[config.mk]
export PLATFORM = sky130hd
export DESIGN_NAME = wb_arbiter
export DESIGN_NICKNAME = d
export VERILOG_FILES = /design/src/rtl/wb_arbiter.sv
export SDC_FILE = /design/constraint.sdc
export NUM_CORES = 1
export LEC_CHECK = 0
export ABC_AREA = 1
export CAP_MARGIN = 20
export CORE_MARGIN = 2
export CORE_UTILIZATION = 40
export CTS_BUF_LIST = sky130_fd_sc_hd__clkbuf_4
export CTS_CLUSTER_SIZE = 30
export DETAILED_ROUTE_END_ITERATION = 8
export GPL_ROUTABILITY_DRIVEN = 0
export PLACE_DENSITY = 0.67
export REMOVE_ABC_BUFFERS = 1
export SLEW_MARGIN = 40
export SYNTH_ARGS = -nofsm -noshare
export SYNTH_HDL_FRONTEND = slang
export SYNTH_SLANG_ARGS = --single-unit
[constraint.sdc]
create_clock -name clock -period 3.8 [get_ports clock]
set_input_delay 0.76 -clock clock [delete_from_list [all_inputs] [get_ports clock]]
set_output_delay 0.76 -clock clock [all_outputs]
set_load 0.05 [all_outputs]
[src/rtl/wb_arbiter.sv]
// Writeback arbiter: merges the in-order pipeline writeback stream and the
// multdiv result stream onto the single register-file write port. One multdiv
// result can be parked while the pipeline owns the port. An age counter raises
// stall_req so the parked result cannot starve.
module wb_arbiter #(
    parameter int MAX_WAIT = 4
) (
    input  logic        clock,
    input  logic        ctrl_reset,
    input  logic        pipe_valid,
    input  logic [4:0]  pipe_rd,
    input  logic [31:0] pipe_data,
    input  logic        md_valid,
    input  logic [4:0]  md_rd,
    input  logic [31:0] md_data,
    output logic        md_ready,
    output logic        ctrl_writeEnable,
    output logic [4:0]  ctrl_writeReg,
    output logic [31:0] data_writeReg,
    output logic        md_pend_valid,
    output logic [4:0]  md_pend_rd,
    output logic        stall_req
);

    localparam logic [3:0] WAIT_MAX = 4'(MAX_WAIT);

    logic        pend_valid;
    logic [4:0]  pend_rd;
    logic [31:0] pend_data;
    logic [3:0]  wait_cnt;

    logic        pipe_wr;
    logic        md_take;
    logic        md_wr;
    logic        pend_kill;
    logic        pend_emit;
    logic        pend_capture;

    // The single entry can never be overwritten because acceptance requires it empty.
    assign md_ready      = !pend_valid && !ctrl_reset;
    assign md_pend_valid = pend_valid;
    assign md_pend_rd    = pend_rd;
    assign stall_req     = pend_valid && (wait_cnt == WAIT_MAX);

    // Qualify requests; r0 writes are dropped, pipeline writes count as youngest.
    always_comb begin
        pipe_wr      = pipe_valid && (pipe_rd != 5'd0);
        md_take      = md_valid && md_ready;
        md_wr        = md_take && (md_rd != 5'd0);
        pend_kill    = pend_valid && pipe_wr && (pend_rd == pipe_rd);
        pend_emit    = pend_valid && !pipe_wr;
        pend_capture = md_wr && pipe_wr && (md_rd != pipe_rd);
    end

    // Output register: pipeline first, then the held entry, then a multdiv bypass.
    always_ff @(posedge clock) begin
        if (ctrl_reset) begin
            ctrl_writeEnable <= 1'b0;
            ctrl_writeReg    <= 5'd0;
            data_writeReg    <= 32'd0;
        end else if (pipe_wr) begin
            ctrl_writeEnable <= 1'b1;
            ctrl_writeReg    <= pipe_rd;
            data_writeReg    <= pipe_data;
        end else if (pend_valid) begin
            ctrl_writeEnable <= 1'b1;
            ctrl_writeReg    <= pend_rd;
            data_writeReg    <= pend_data;
        end else if (md_wr) begin
            ctrl_writeEnable <= 1'b1;
            ctrl_writeReg    <= md_rd;
            data_writeReg    <= md_data;
        end else begin
            ctrl_writeEnable <= 1'b0;
        end
    end

    // Pending entry and its age; a same-address pipeline write kills the entry.
    always_ff @(posedge clock) begin
        if (ctrl_reset) begin
            pend_valid <= 1'b0;
            pend_rd    <= 5'd0;
            pend_data  <= 32'd0;
            wait_cnt   <= 4'd0;
        end else if (pend_emit || pend_kill) begin
            pend_valid <= 1'b0;
            wait_cnt   <= 4'd0;
        end else if (pend_capture) begin
            pend_valid <= 1'b1;
            pend_rd    <= md_rd;
            pend_data  <= md_data;
            wait_cnt   <= 4'd0;
        end else if (pend_valid && (wait_cnt != WAIT_MAX)) begin
            wait_cnt   <= wait_cnt + 4'd1;
        end
    end

endmodule
==> results of run 1 <==
## cell type report
cell class	instances	area share, %
clock buffers	9	1.28
well taps	133	3.14
repair buffers	128	23.9
inverters	21	1.54
multi-input cells	499	39.1
flip-flops and latches	80	30.3
clock inverters	7	0.732
## cells by family (layout without fill, tap and decap cells)
family / count (synthesis) / count (layout) / share of synthesized area [%]
adders and majority gates: 2 / 2 / 0.629
DFF: 80 / 80 / 40.3
AOI/OAI and AO/OA: 84 / 84 / 10.6
xor gates and xnor gates: 8 / 8 / 1.76
muxes: 1 / 1 / 0.283
and+or+nand+nor: 404 / 404 / 38.9
buffers and inverters: 60 / 165 / 7.61
## worst max path at each step
stage | endpoint | startpoint | slack [ns]
2_1_floorplan | stall_req | md_pend_valid | 0.1
3_3_place_gp | ctrl_writeReg[4] | pipe_rd[0] | 0.80
3_5_place_dp | ctrl_writeReg[4] | pipe_rd[4] | 0.78
4_1_cts | md_pend_valid | md_pend_valid | 0.82
5_1_grt | md_ready | ctrl_reset | 0.76
6_report | md_ready | ctrl_reset | 0.84
## state kept, by name (all words and copies together), names as in the netlist
register and count:
data_writeReg 32, pend_data 32, ctrl_writeReg 5, md_pend_rd 5, wait_cnt 4, ctrl_writeEnable 1
md_pend_valid 1
## per-layer routing
metal	vias to the layer above	share of wire (%)
met2	132	48
li1	2160	-
met5	-	0
met4	0	1.3
met3	9	5.7
met1	1827	45
## critical path, stage by stage
cell             delay, ns
clkdlybuf4s50_1       0.51
nor2_1                0.12
clkdlybuf4s50_1       0.81
## through the flow
step           instance area (um2)  setup WS, ns
2_1_floorplan                 3750        0.0972
3_3_place_gp                  5190         0.802
3_5_place_dp                  5190         0.776
4_1_cts                       5300         0.821
5_1_grt                       5300         0.758
6_report                      5300         0.840
## power breakdown
group | switching [mW] | internal (mW)
sequential | 0.0398 | 0.901
clock | 0.293 | 0.128
combinational | 0.352 | 0.223
total | 0.685 | 1.25
## cell usage in the layout (no fill, tap or decap), types with 7 or more instances in the layout
| cell type | Yosys | routed |
|---|---|---|
| o21ai_1 | 22 | 22 |
| o21ai_0 | 61 | 61 |
| dfxtp_1 | 80 | 79 |
| clkdlybuf4s50_1 | 0 | 122 |
| nand2_1 | 228 | 228 |
| nor2_1 | 165 | 165 |
| xor2_1 | 7 | 7 |
| clkbuf_4 | 0 | 9 |
| inv_1 | 19 | 17 |
==> impl_metrics.ini, run 1 <==
[run_status]
status = completed

[logic_synthesis]
synth_ff_type = dfxtp_1
synth_commonest_cells = nand2_1 (228), nor2_1 (165), dfxtp_1 (80)
synth_area_leaders = dfxtp_1 (40%), nand2_1 (22%), nor2_1 (16%)
synth_most_common_cell = nand2_1
ys_warn_count = 0
async_flop_share_pct = 0
syn_inst = 639
synth.top_cell.area_share_pct = 40.3
postSynthAreaPerCell_um2 = 6.22
synth_area_mm2 = 0.00398
yosysUniqueCellTypes = 21
seq_area_frac_synth_pct = 40.3
synth.largest_area_cell = dfxtp_1
ys_ff_latch = 80
synth_edf_count = 0

[die]
die_x_um = 104
core_area_mm2 = 0.00973
io_pins = 124
die_h_um = 104
row_count = 36
start_util_pct = 40.9
fp.dieArea_mm2 = 0.0108

[timing]
max_freq_ghz = 0.338
tightest_slew_ns = 0.720
rsz0062_at_grt = no
setup_violations = 0
hold_slack_ns = 0.495
finalSetupTns_ns = 0
drv_slew = 0
finalCritPeriodShare_pct = 77.9
fin_crit_ns = 2.96
skew_ns = 0.0179
hold_viol_final = 0
relSlewSlack_pct = 52.0

[final_layout]
antenna_cells = 0
syn_to_final_growth_pct = 33.2
stdcell_count = 877
final_util_pct = 54.4
multi_input_area_mm2 = 0.00207
drive_gt1_share_pct = 4.30
n_fill_cell = 999
fin_nets = 819
regArea_mm2 = 0.00160

[worst_setup_path]
critPathKind = in -> out
r2r_start = md_pend_valid
start_kind = input pin
rr_worst_depth = 6
cp.required_ns = 3.04
arrival_ns = 2.20
worstSetupEndpointType = output port
crit_path_max_fanout = 4
rrSetupSlack_ns = 1.69
rr_endpoint = data_writeReg[21]

[clock_network]
clock_latency_ns = 0.41
numCtsBuffers = 9
cts_tree = built
htreeDepth = 3
cts_setup_buffers = 0
numClockSinks = 80
clkSlewWorstSetupHoldPaths_ns = 0.12
clockBufferDepth = 2
post_cts_resized = 0
root_buffer = clkbuf_4
hold_buffers = 0

[min_path]
hp-class = reg -> reg
min_to = pend_data[14]
hold_path_startpoint = pend_data[14]
whs_path_depth = 2

[power_and_ir_drop]
power_mw = 1.94
power_density_mw_per_mm2 = 366
leakage_nw = 2.37
ir_worst_vdd_uv = 160

[global_route]
grt_usage_pct = 20.4
grt_pass1_vias = 3808
use_met2_pct = 35.7
antenna_found_initial = 0
overflow = 0
grt_pass1_wl_mm = 18.2
top_usage_layer = met2
grt_max_degree = 77
grtUsageMet1_pct = 25.4
grtUsageMet3_pct = 3.40

[place]
hpwl_mm = 6.91
place_inst = 861
port_buffers = 123

[routing]
drt-total-wl_mm = 11.0
wl_per_cell_um = 12.5
vias = 4128
avgViaCountPerCell = 4.71
firstDrtPassIters = 5
drtIter0Drc = 211
drc = 0
drtAntennaViolNets = 0

[job]
drv_cap = 0
(Power assumes the default switching activity.)
==> inputs of run 2 (changes only) <==
- PLACE_DENSITY: 0.67 -> 0.7
- clock period: 3.8 -> 2.6 ns (I/O delays scaled with it)
==> run 2 against run 1 <==
Against the previous run:
- die area unchanged
- cell count increased by 0.91%
- first-iteration DRC count decreased by 3.3%
- register-to-register slack got worse by 0.88 ns
- worst hold slack about the same
- clock-buffer cell count increased by 1
- critical endpoint is now stall_req
- worst setup slack got worse by 0.60 ns
- critical path depth increased by 1
- final area increased by 2.6%
- sequential power increased by 46%
- largest power group unchanged
==> impl_metrics.ini, run 2 (synthesis gave the netlist of run 1 again) <==
[clock_network]
hold_buffers = 0
clock_latency_ns = 0.42
htreeDepth = 3
cts_setup_buffers = 0
numClockSinks = 80
numCtsBuffers = 9
clockBufferDepth = 2
root_buffer = clkbuf_4
cts_tree = built
clkSlewWorstSetupHoldPaths_ns = 0.12
post_cts_resized = 0

[final_layout]
n_fill_cell = 975
fin_nets = 828
final_common_cell = nand2_1
fin_area_mm2 = 0.00544
multi_input_area_mm2 = 0.00207
antenna_cells = 0
stdcell_count = 885
reg.largest.list = data_writeReg (32), pend_data (32)
regArea_mm2 = 0.00160
syn_to_final_growth_pct = 36.6
drive_gt1_share_pct = 5.32
final_cell_mix = nand2_1 (228), nor2_1 (165), clkdlybuf4s50_1 (120), dfxtp_1 (79), o21ai_0 (61)

[timing]
hold_viol_final = 0
skew_ns = 0.0144
setup_slack_ns = 0.237
finalSetupTns_ns = 0
tightest_slew_ns = 0.562
fin_crit_ns = 2.36
max_freq_ghz = 0.423
drv_slew = 0
setup_violations = 0
rsz0062_at_grt = no
finalCritPeriodShare_pct = 90.9
relSlewSlack_pct = 62.4

[power_and_ir_drop]
power_mw = 3.05
seqPwrFrac_pct = 44.9
p_comb_share_pct = 28.4
p_int_mw = 2.05
clkPwrFrac_pct = 26.7
power_density_mw_per_mm2 = 562
sw_frac_of_total_pct = 33.0
leakage_nw = 2.45
p_sw_mw = 1.01
ir_worst_vdd_uv = 246

[job]
drv_cap = 0

[routing]
drtIter0Drc = 204
vias = 4269
top_layer_used = met4
avgViaCountPerCell = 4.82
met1_length_mm = 4.94
firstDrtPassIters = 4
drt-total-wl_mm = 11.3
wl_met3_um = 642
met2_wirelength_mm = 5.53
wl_per_cell_um = 12.7
drtAntennaViolNets = 0
drc = 0

[die]
fp.dieArea_mm2 = 0.0108
die_x_um = 104
io_pins = 124
row_count = 36
start_util_pct = 40.9
core_area_mm2 = 0.00973
die_h_um = 104

[worst_setup_path]
cp_slowest_stage_delay_ns = 0.63
cpMaxStageDelayCell = dfxtp_2
start_kind = flip-flop
crit_chain = inv_1 -> buf_4 -> nor2_1 -> buf_12
worstSetupEndpointType = output port
cp.required_ns = 2.08
crit_family = flip-flops
arrival_ns = 1.84
critPathKind = reg -> out
crit_path_max_fanout = 22
critPathBufInv = 3

[run_status]
status = completed

[global_route]
antenna_found_initial = 0
grt_max_degree = 77
grt_usage_pct = 21.0
grt_pass1_wl_mm = 18.8
grt_pass1_vias = 4054
overflow = 0

[min_path]
hp-class = reg -> reg

[place]
post-place-ws_ns = 0.413
hpwl_mm = 7.56
dpl_cell_area_mm2 = 0.00529
place_inst = 870
port_buffers = 123
-- run 2: cell types whose count changed in the layout (fill, tap and decap cells not counted), sizes merged --
cell           change
bufinv             +2
clkdlybuf4s50      -2
clkinv             -2
clkinvlp           -2
clkbuf             +1
buf               +11
-- run 2: power by group through the flow --
stage          logic, mW  registers (mW)  clock network, mW
2_1_floorplan      0.285            1.61                  0
3_3_place_gp       0.856            1.40                  0
3_5_place_dp       0.867            1.40                  0
4_1_cts            0.870            1.37              0.819
5_1_grt            0.944            1.38              0.876
6_report           0.866            1.37              0.815
-- run 2: cell type report --
type | count | share of cell area (%)
repair buffers | 137 | 25.1
flip-flops and latches | 80 | 29.5
multi-input cells | 499 | 38.1
inverters | 21 | 1.45
clock buffers | 10 | 1.38
clock inverters | 5 | 1.34
well taps | 133 | 3.06
-- run 2: metal layers --
metal / vias to the layer above / GRT usage [%]
met4: 0 / 6.85
met1: 1940 / 25.4
met5: - / 0
met3: 12 / 4.47
met2: 131 / 37.2
li1: 2186 / -
-- run 2: final timing paths --
kind / startpoint / end / slack (ns) / cells after the start
worst max-delay path: md_pend_valid / stall_req / 0.24 / 4
worst min register to register: pend_data[9] / pend_data[9] / 0.50 / 2
worst max register to register: md_pend_valid / data_writeReg[30] / 0.81 / 6
worst min-delay path: pend_data[9] / pend_data[9] / 0.50 / 2
-- run 2: worst register-to-register path, delay by kind of cell (launching register included) --
family	cells	cell delay (ns)
buf+inv	3	0.70
flops	1	0.63
simple gates	2	0.23
compound gates	1	0.16
-- run 2: per-stage QoR --
| stage | util (%) | hold WS [ns] |
|---|---|---|
| after CTS | 55.9 | 0.496 |
| after floorplan | - | 0.455 |
| after detailed placement | 54.3 | 0.472 |
| after global placement | 54.3 | 0.463 |
| after global routing | 55.9 | 0.510 |
| final | 55.9 | 0.495 |
==> inputs of run 3 (changes only) <==
==> constraint.sdc (replaced) <==
create_clock -name clock -period 2.6 [get_ports clock]
set_input_delay 0.26 -clock clock [delete_from_list [all_inputs] [get_ports clock]]
set_output_delay 0.26 -clock clock [all_outputs]
set_load 0.05 [all_outputs]
==> run 3 against run 2 <==
Against the previous run:
- total power up 0.52%
- flip-flop and latch count unchanged
- via count down 3.0%
- non-clock buffer count down 2
- clock skew up 0.0082 ns
- core utilization about the same
- cell count down 0.11%
- die area unchanged
- critical path depth unchanged
- critical path type unchanged
==> impl_metrics.ini, run 3 (synthesis gave the netlist of run 1 again) <==
[run_status]
status = completed

[routing]
vias = 4140
drtIter0Drc = 128
wl_per_cell_um = 12.6
drt-total-wl_mm = 11.1
drtAntennaViolNets = 0
avgViaCountPerCell = 4.68
drc = 0
firstDrtPassIters = 4

[die]
die_x_um = 104
fp.dieArea_mm2 = 0.0108
die_h_um = 104
start_util_pct = 40.9
io_pins = 124
row_count = 36
core_area_mm2 = 0.00973

[clock_network]
cts_tree = built
htreeDepth = 3
clkSlewWorstSetupHoldPaths_ns = 0.14
root_buffer = clkbuf_4
clockBufferDepth = 2
cts_setup_buffers = 0
hold_buffers = 0
numClockSinks = 80
clock_latency_ns = 0.41
numCtsBuffers = 9

[worst_setup_path]
crit_end = stall_req
crit_chain = inv_1 -> buf_4 -> nor2_1 -> buf_12
rr_worst_depth = 7
r2r_start = md_pend_valid
start_kind = flip-flop
crit_path_max_fanout = 25
rr_endpoint = pend_data[17]
critPathKind = reg -> out
cpMaxStageDelayCell = dfxtp_4
worstSetupEndpointType = output port
arrival_ns = 1.98
cp_slowest_stage_delay_ns = 0.56
rrSetupSlack_ns = 0.78
startpoint = md_pend_valid
cp.required_ns = 2.34

[final_layout]
fin_nets = 826
final_cell_mix = nand2_1 (228), nor2_1 (165), clkdlybuf4s50_1 (122), dfxtp_1 (79), o21ai_0 (61)
fin_area_mm2 = 0.00544
syn_to_final_growth_pct = 36.7
final_common_cell = nand2_1
drive_gt1_share_pct = 5.06
n_fill_cell = 983
reg.largest.list = data_writeReg (32), pend_data (32)
antenna_cells = 0

[power_and_ir_drop]
leakage_nw = 2.43
ir_worst_vdd_uv = 305
power_density_mw_per_mm2 = 564

[job]
drv_cap = 0

[timing]
hold_viol_final = 0
fin_crit_ns = 2.24
hold_slack_ns = 0.458
finalCritPeriodShare_pct = 86.1
relSlewSlack_pct = 54.2
max_freq_ghz = 0.447
setup_violations = 0
tightest_slew_ns = 0.686
skew_ns = 0.0225
drv_slew = 0
rsz0062_at_grt = no

[min_path]
whs_path_depth = 3
hp-class = in -> reg

[global_route]
grt_max_degree = 39
antenna_found_initial = 0
overflow = 0
grt_pass1_wl_mm = 18.7
grt_pass1_vias = 4007
grt_usage_pct = 21.0

[place]
port_buffers = 123
hpwl_mm = 7.60
dpl_cell_area_mm2 = 0.00528
run 3: timing repair:
action / CTS / global route
endpoints found under the setup margin: 0 / 1
endpoints found under the hold margin: 0 / 0
gates resized for setup: 0 / 1
run 3: routing by layer:
| layer | vias up | wire length (um) | track usage [%] |
|---|---|---|---|
| li1 | 2179 | - | - |
| met1 | 1832 | 5010 | 25.2 |
| met2 | 117 | 5320 | 36.9 |
| met3 | 12 | 634 | 4.91 |
| met4 | 0 | 180 | 7.24 |
| met5 | - | 0 | 0 |
run 3: where the power goes:
part / switching (mW) / leakage (nW) / total (mW) / internal, mW
clock: 0.439 / 0.0800 / 0.836 / 0.397
sequential: 0.0542 / 0.659 / 1.37 / 1.32
combinational: 0.524 / 1.69 / 0.863 / 0.339
run 3: critical path: cells and delay by family, from the launching register on:
family / cells / cell delay (ns)
AND/OR/NAND/NOR: 1 / 0.26
flip-flops: 1 / 0.56
buffers and inverters: 3 / 0.75
run 3: worst min path at each step:
stage,start,endpoint,slack [ns]
finish,md_data[26],pend_data[26],0.46
global route,md_data[1],pend_data[1],0.43
CTS,md_data[26],pend_data[26],0.43
detailed placement,pend_data[21],pend_data[21],0.47
global placement,pend_data[8],pend_data[8],0.46
floorplan,md_data[0],pend_data[0],0.41
run 3: cell type report:
cell class / count / area [um2] / share of cell area [%]
Clock buffer: 10 / 75.1 / 1.38
Clock inverter: 6 / 83.8 / 1.54
Inverter: 21 / 78.8 / 1.45
Multi-Input combinational cell: 499 / 2070 / 38.1
Sequential cell: 80 / 1610 / 29.5
Tap cell: 133 / 166 / 3.06
Timing Repair Buffer: 135 / 1360 / 24.9
run 3: through the flow:
step / instances / setup slack [ns] / util, % / power (mW) / setup TNS, ns
5_1_grt: 884 / 0.185 / 55.9 / 3.24 / 0
3_3_place_gp: 868 / 0.522 / 54.2 / 2.25 / 0
3_5_place_dp: 868 / 0.474 / 54.2 / 2.26 / 0
2_1_floorplan: 600 / -0.626 / - / 1.89 / -24.00
6_report: 884 / 0.360 / 55.9 / 3.07 / 0
4_1_cts: 884 / 0.0317 / 55.9 / 3.10 / 0
